File: src/rtl/flash_cmd_sequencer.sv
// Command sequencer between the RX command decoder, a single-access flash port and the TX sender.
// Reads stream cmd_len+1 beats to TX; writes send one ACK word; each access is guarded by a timeout.
module flash_cmd_sequencer #(
  parameter int ADDR_W      = 8,
  parameter int DATA_W      = 8,
  parameter int LEN_W       = 4,
  parameter int TIMEOUT_CYC = 1023,
  parameter     ACK_CODE    = 8'hA5
) (
  input  logic              CLK_50MHZ,
  input  logic              RST,
  input  logic              cmd_valid,
  output logic              cmd_ready,
  input  logic              cmd_write,
  input  logic [ADDR_W-1:0] cmd_addr,
  input  logic [DATA_W-1:0] cmd_data,
  input  logic [LEN_W-1:0]  cmd_len,
  output logic              fl_start,
  output logic              fl_we,
  output logic [ADDR_W-1:0] fl_addr,
  output logic [DATA_W-1:0] fl_wdata,
  input  logic [DATA_W-1:0] fl_rdata,
  input  logic              fl_done,
  output logic              tx_trig,
  output logic [DATA_W-1:0] tx_data,
  input  logic              tx_busy,
  output logic              busy,
  output logic              err_timeout
);

  localparam int CNT_W = $clog2(TIMEOUT_CYC + 1);
  localparam logic [CNT_W-1:0]  TMO_LAST = CNT_W'(TIMEOUT_CYC - 1);
  localparam logic [DATA_W-1:0] ACK_WORD = DATA_W'(ACK_CODE);

  typedef enum logic [1:0] {
    S_IDLE,
    S_ISSUE,
    S_WAIT_FL,
    S_TX_SEND
  } state_t;

  state_t state, state_nxt;

  logic              wr_q;
  logic [ADDR_W-1:0] addr_q;
  logic [DATA_W-1:0] data_q;
  logic [LEN_W-1:0]  rem_q;
  logic [CNT_W-1:0]  tmo_cnt;
  logic              tmo_hit;

  // Timeout fires on the TIMEOUT_CYC-th WAIT_FL cycle; fl_done in that same cycle still completes.
  assign tmo_hit = (tmo_cnt == TMO_LAST);

  always_ff @(posedge CLK_50MHZ) begin
    if (RST) state <= S_IDLE;
    else     state <= state_nxt;
  end

  always_comb begin
    state_nxt = state;
    case (state)
      S_IDLE:    if (cmd_valid) state_nxt = S_ISSUE;
      S_ISSUE:   state_nxt = S_WAIT_FL;
      S_WAIT_FL: begin
        if (fl_done)      state_nxt = S_TX_SEND;
        else if (tmo_hit) state_nxt = S_IDLE;
      end
      S_TX_SEND: begin
        if (!tx_busy) state_nxt = (rem_q == '0) ? S_IDLE : S_ISSUE;
      end
      default:   state_nxt = S_IDLE;
    endcase
  end

  always_ff @(posedge CLK_50MHZ) begin
    if (RST) begin
      wr_q        <= 1'b0;
      addr_q      <= '0;
      data_q      <= '0;
      rem_q       <= '0;
      tmo_cnt     <= '0;
      tx_data     <= '0;
      err_timeout <= 1'b0;
    end else begin
      case (state)
        S_IDLE: begin
          if (cmd_valid) begin
            wr_q        <= cmd_write;
            addr_q      <= cmd_addr;
            data_q      <= cmd_data;
            rem_q       <= cmd_write ? '0 : cmd_len;
            err_timeout <= 1'b0;
          end
        end
        S_ISSUE: tmo_cnt <= '0;
        S_WAIT_FL: begin
          if (fl_done)      tx_data     <= wr_q ? ACK_WORD : fl_rdata;
          else if (tmo_hit) err_timeout <= 1'b1;
          else              tmo_cnt     <= tmo_cnt + 1'b1;
        end
        S_TX_SEND: begin
          if (!tx_busy && rem_q != '0) begin
            addr_q <= addr_q + 1'b1;
            rem_q  <= rem_q - 1'b1;
          end
        end
        default: ;
      endcase
    end
  end

  // tx_trig is qualified by tx_busy so the send fires in the first free TX_SEND cycle.
  always_comb begin
    cmd_ready = 1'b0;
    fl_start  = 1'b0;
    fl_we     = 1'b0;
    fl_addr   = '0;
    fl_wdata  = '0;
    tx_trig   = 1'b0;
    busy      = (state != S_IDLE);
    case (state)
      S_IDLE:    cmd_ready = 1'b1;
      S_ISSUE: begin
        fl_start = 1'b1;
        fl_we    = wr_q;
        fl_addr  = addr_q;
        fl_wdata = data_q;
      end
      S_WAIT_FL: begin
        fl_we    = wr_q;
        fl_addr  = addr_q;
        fl_wdata = data_q;
      end
      S_TX_SEND: tx_trig = !tx_busy;
      default: ;
    endcase
  end

endmodule
File: config.mk
export PLATFORM = sky130hd
export DESIGN_NAME = flash_cmd_sequencer
export DESIGN_NICKNAME = d
export VERILOG_FILES = /design/src/rtl/flash_cmd_sequencer.sv
export SDC_FILE = /design/constraint.sdc
export NUM_CORES = 1
export LEC_CHECK = 0
export CORE_ASPECT_RATIO = 1.75
export CORE_UTILIZATION = 30
export DETAILED_ROUTE_END_ITERATION = 6
export MAX_ROUTING_LAYER = met4
export SLEW_MARGIN = 20
export SYNTH_ARGS = -nofsm -noshare
export SYNTH_HDL_FRONTEND = slang
export SYNTH_SLANG_ARGS = --single-unit
File: constraint.sdc
create_clock -name CLK_50MHZ -period 1.95 [get_ports CLK_50MHZ]
set_input_delay 0.195 -clock CLK_50MHZ [delete_from_list [all_inputs] [get_ports CLK_50MHZ]]
set_output_delay 0.195 -clock CLK_50MHZ [all_outputs]
set_load 0.02 [all_outputs]
==> impl_metrics.yaml <==
status:
  status: "finished, final reports clean"
power_and_ir_drop:
  p_per_area_mw_per_mm2: 967.2
  leakagePower_nw: 1.307
  power_mw: 3.214
  ir_worst_vdd_mv: 0.7498
grt:
  grt_pass1_vias: 2436
  grt_max_degree: 41
  track_usage_pct: 18.04
  grt_overflow: 0
  grt_pass1_wl_um: 11620
  grt_antenna_before_repair: 0
worst_setup_path:
  critPathBufInv: 3
  r2r_setup_slack_ns: 0.11
  crit_cells: 5
  r2r_start: "rem_q[1]$_SDFFE_PP0P_"
  cp.required_ns: 1.75
  path_class: "register to primary output"
  critPathCapture: "fl_addr[4]"
  slowest_stage: "dfxtp_4"
  crit_family: "buffers and inverters"
  worstSetupStartpoint: "state[0]$_SDFFE_PP0P_"
  worstRegToRegCells: 6
  crit_arrival_ns: 1.66
  critical_path.startpoint_type: "register"
  cp-end-kind: "primary output"
  r2r_end: "rem_q[0]$_SDFFE_PP0P_"
  max_stage_delay_ns: 0.36
  cp_max_fo: 8
  crit_chain: "inv_1 -> ha_1 -> buf_4 -> and2_1 -> dlygate4sd2_1"
die:
  core_mm2: 0.007567
  start_util_pct: 31.15
  die_w_um: 69.01
  fp.dieH_um: 119.3
  placementRows: 42
  num_io_pins: 64
  dieArea_mm2: 0.008230
synthesis:
  yosysUniqueCellTypes: 53
  async_flop_share_pct: 0
  synth_most_common_cell: "dfxtp_1"
  synth_edf_count: 0
  syn-num-nets: 337
  yosys_warnings: 0
  ys_seq_elements: 42
  syn_area_per_cell_um2: 8.018
  synthFlopType: "dfxtp_1"
  synth_area_leaders: "dfxtp_1 (36%), a21oi_1 (6.6%), nand2_1 (5.9%)"
  syn_area_mm2: 0.002357
  syn_inst: 294
  synth-seq-area-share_pct: 35.67
  synth.largest_area_cell: "dfxtp_1"
  synth_commonest_cells: "dfxtp_1 (42), nand2_1 (37), a21oi_1 (31)"
  synth_top_area_share_pct: 35.67
cells_and_area:
  syn_to_final_growth_pct: 40.98
  drive_above_1_share_pct: 12.23
  utilization_pct: 43.92
  antenna-diode-count: 0
  fin_nets: 411
  fillers: 769
placement:
  dp_hpwl_um: 5218
  numPortBuffers: 63
  gp_congestion: 0.8657
clocking:
  clock_latency_ns: 0.29
  cts-root-buf: "clkbuf_16"
  cts_tree: "done"
  cts_htree_levels: 2
  cts.clk_slew.worst_paths_ns: 0.06
  cts_buffers: 5
  cts_sinks: 42
  cts_hold_buffers: 0
  ctsLongestPathBuffers: 2
sta:
  fmax_mhz: 538.6
  post-route-min-period_ns: 1.857
  clock_skew_ns: 0.004269
  grt_setup_unrepaired: "no"
  relSlewSlack_pct: 67.76
  tightestPinTransition_ns: 0.4818
  hold_viol: 0
  setup_viol: 0
  post-route-period-util_pct: 95.22
  fin_hold_ws_ns: 0.4499
  maxSlewViolCount: 0
routing:
  via_per_inst: 5.371
  drtAntennaViolNets: 0
  wl_um: 7024
  route.detailed.drc: 0
  vias: 2449
  dr.pass1.iters: 4
  drt-initial-drc-count: 130
  routedWlPerCell_um: 15.40
worst_hold_path:
  hold_class: "register to register"
job:
  drv_cap: 0
## how the worst min path moves through the flow
stage	startpoint	endpoint	depth (start not counted)
final	data_q[0]$_SDFFE_PP0P_	data_q[0]$_SDFFE_PP0P_	2
after global routing	data_q[7]$_SDFFE_PP0P_	data_q[7]$_SDFFE_PP0P_	2
after CTS	cmd_data[1]	data_q[1]$_SDFFE_PP0P_	3
after detailed placement	data_q[0]$_SDFFE_PP0P_	data_q[0]$_SDFFE_PP0P_	2
after global placement	data_q[3]$_SDFFE_PP0P_	data_q[3]$_SDFFE_PP0P_	2
after floorplan	cmd_data[0]	data_q[0]$_SDFFE_PP0P_	2
## layout by cell type, fill, tap and decap left out, types with 11 or more instances in the layout
master	n
nor3_1	13
nand3_1	12
and2_1	18
dfxtp_1	41
buf_4	20
inv_1	11
nand2_1	37
nor2_1	14
clkdlybuf4s50_1	43
a21oi_1	31
## final cells by class
| type | instances | area (um2) | share of cell area [%] |
|---|---|---|---|
| inverter | 11 | 41.29 | 1.242 |
| clock buffer | 6 | 138.9 | 4.179 |
| tap | 88 | 110.1 | 3.313 |
| timing repair buffer | 84 | 758.2 | 22.82 |
| sequential | 42 | 844.6 | 25.41 |
| clock inverter | 1 | 30.03 | 0.9036 |
| multi-input combinational | 224 | 1400 | 42.13 |
## registers in the layout, summed over array words and instances (netlist names)
| name | flops |
|---|---|
| tmo_cnt | 10 |
| addr_q | 8 |
| data_q | 8 |
| tx_data | 8 |
| rem_q | 4 |
| state | 2 |
| err_timeout | 1 |
| wr_q | 1 |
## worst min-delay path: cells and delay by family, from the launching register on
| kind | cells | cell delay (ns) |
|---|---|---|
| AOI/OAI and AO/OA | 1 | 0.05 |
| DFF | 1 | 0.30 |
| and+or+nand+nor | 1 | 0.05 |
## per-stage QoR
step	setup slack [ns]	cells	setup TNS [ns]	cell area, um2
5_1_grt	0.0009155	456	0	3323
3_3_place_gp	0.05647	449	0	3191
6_report	0.09327	456	0	3323
3_5_place_dp	-0.01058	449	-0.02578	3191
4_1_cts	0.03743	456	0	3339
2_1_floorplan	0.2294	294	0	2357
## cells by family (layout without fill, tap and decap cells)
| kind of cell | after synthesis | in the layout | synth area share (%) |
|---|---|---|---|
| muxes | 1 | 1 | 0.4246 |
| buffers and inverters | 28 | 102 | 5.042 |
| DFF | 42 | 42 | 35.67 |
| xor gates and xnor gates | 1 | 1 | 0.3716 |
| adders and majority gates | 9 | 9 | 4.777 |
| AOI/OAI and AO/OA | 83 | 83 | 24.42 |
| and+or+nand+nor | 130 | 130 | 29.30 |
## what timing repair did
action / 4_1_cts / 5_1_grt
endpoints found under the setup margin: 24 / 18
setup buffers: 0 / 0
gates cloned: 0 / 0
gates resized for setup: 21 / 25
## per-layer routing
layer | part of all wire, % | vias to the layer above | wire (um) | global-route usage (%)
li1 | - | 1218 | - | -
met1 | 39 | 1163 | 2739 | 18.09
met2 | 55 | 50 | 3836 | 32.71
met4 | 3.3 | 0 | 233 | 9.439
met3 | 3.0 | 18 | 214 | 3.215
met5 | 0 | - | 0 | -
## where the power goes
| group | internal [mW] | switching [mW] |
|---|---|---|
| Clock | 0.632 | 0.349 |
| Sequential | 0.970 | 0.0878 |
| Combinational | 0.516 | 0.659 |
No activity file was read; power rests on OpenSTA's default activity.
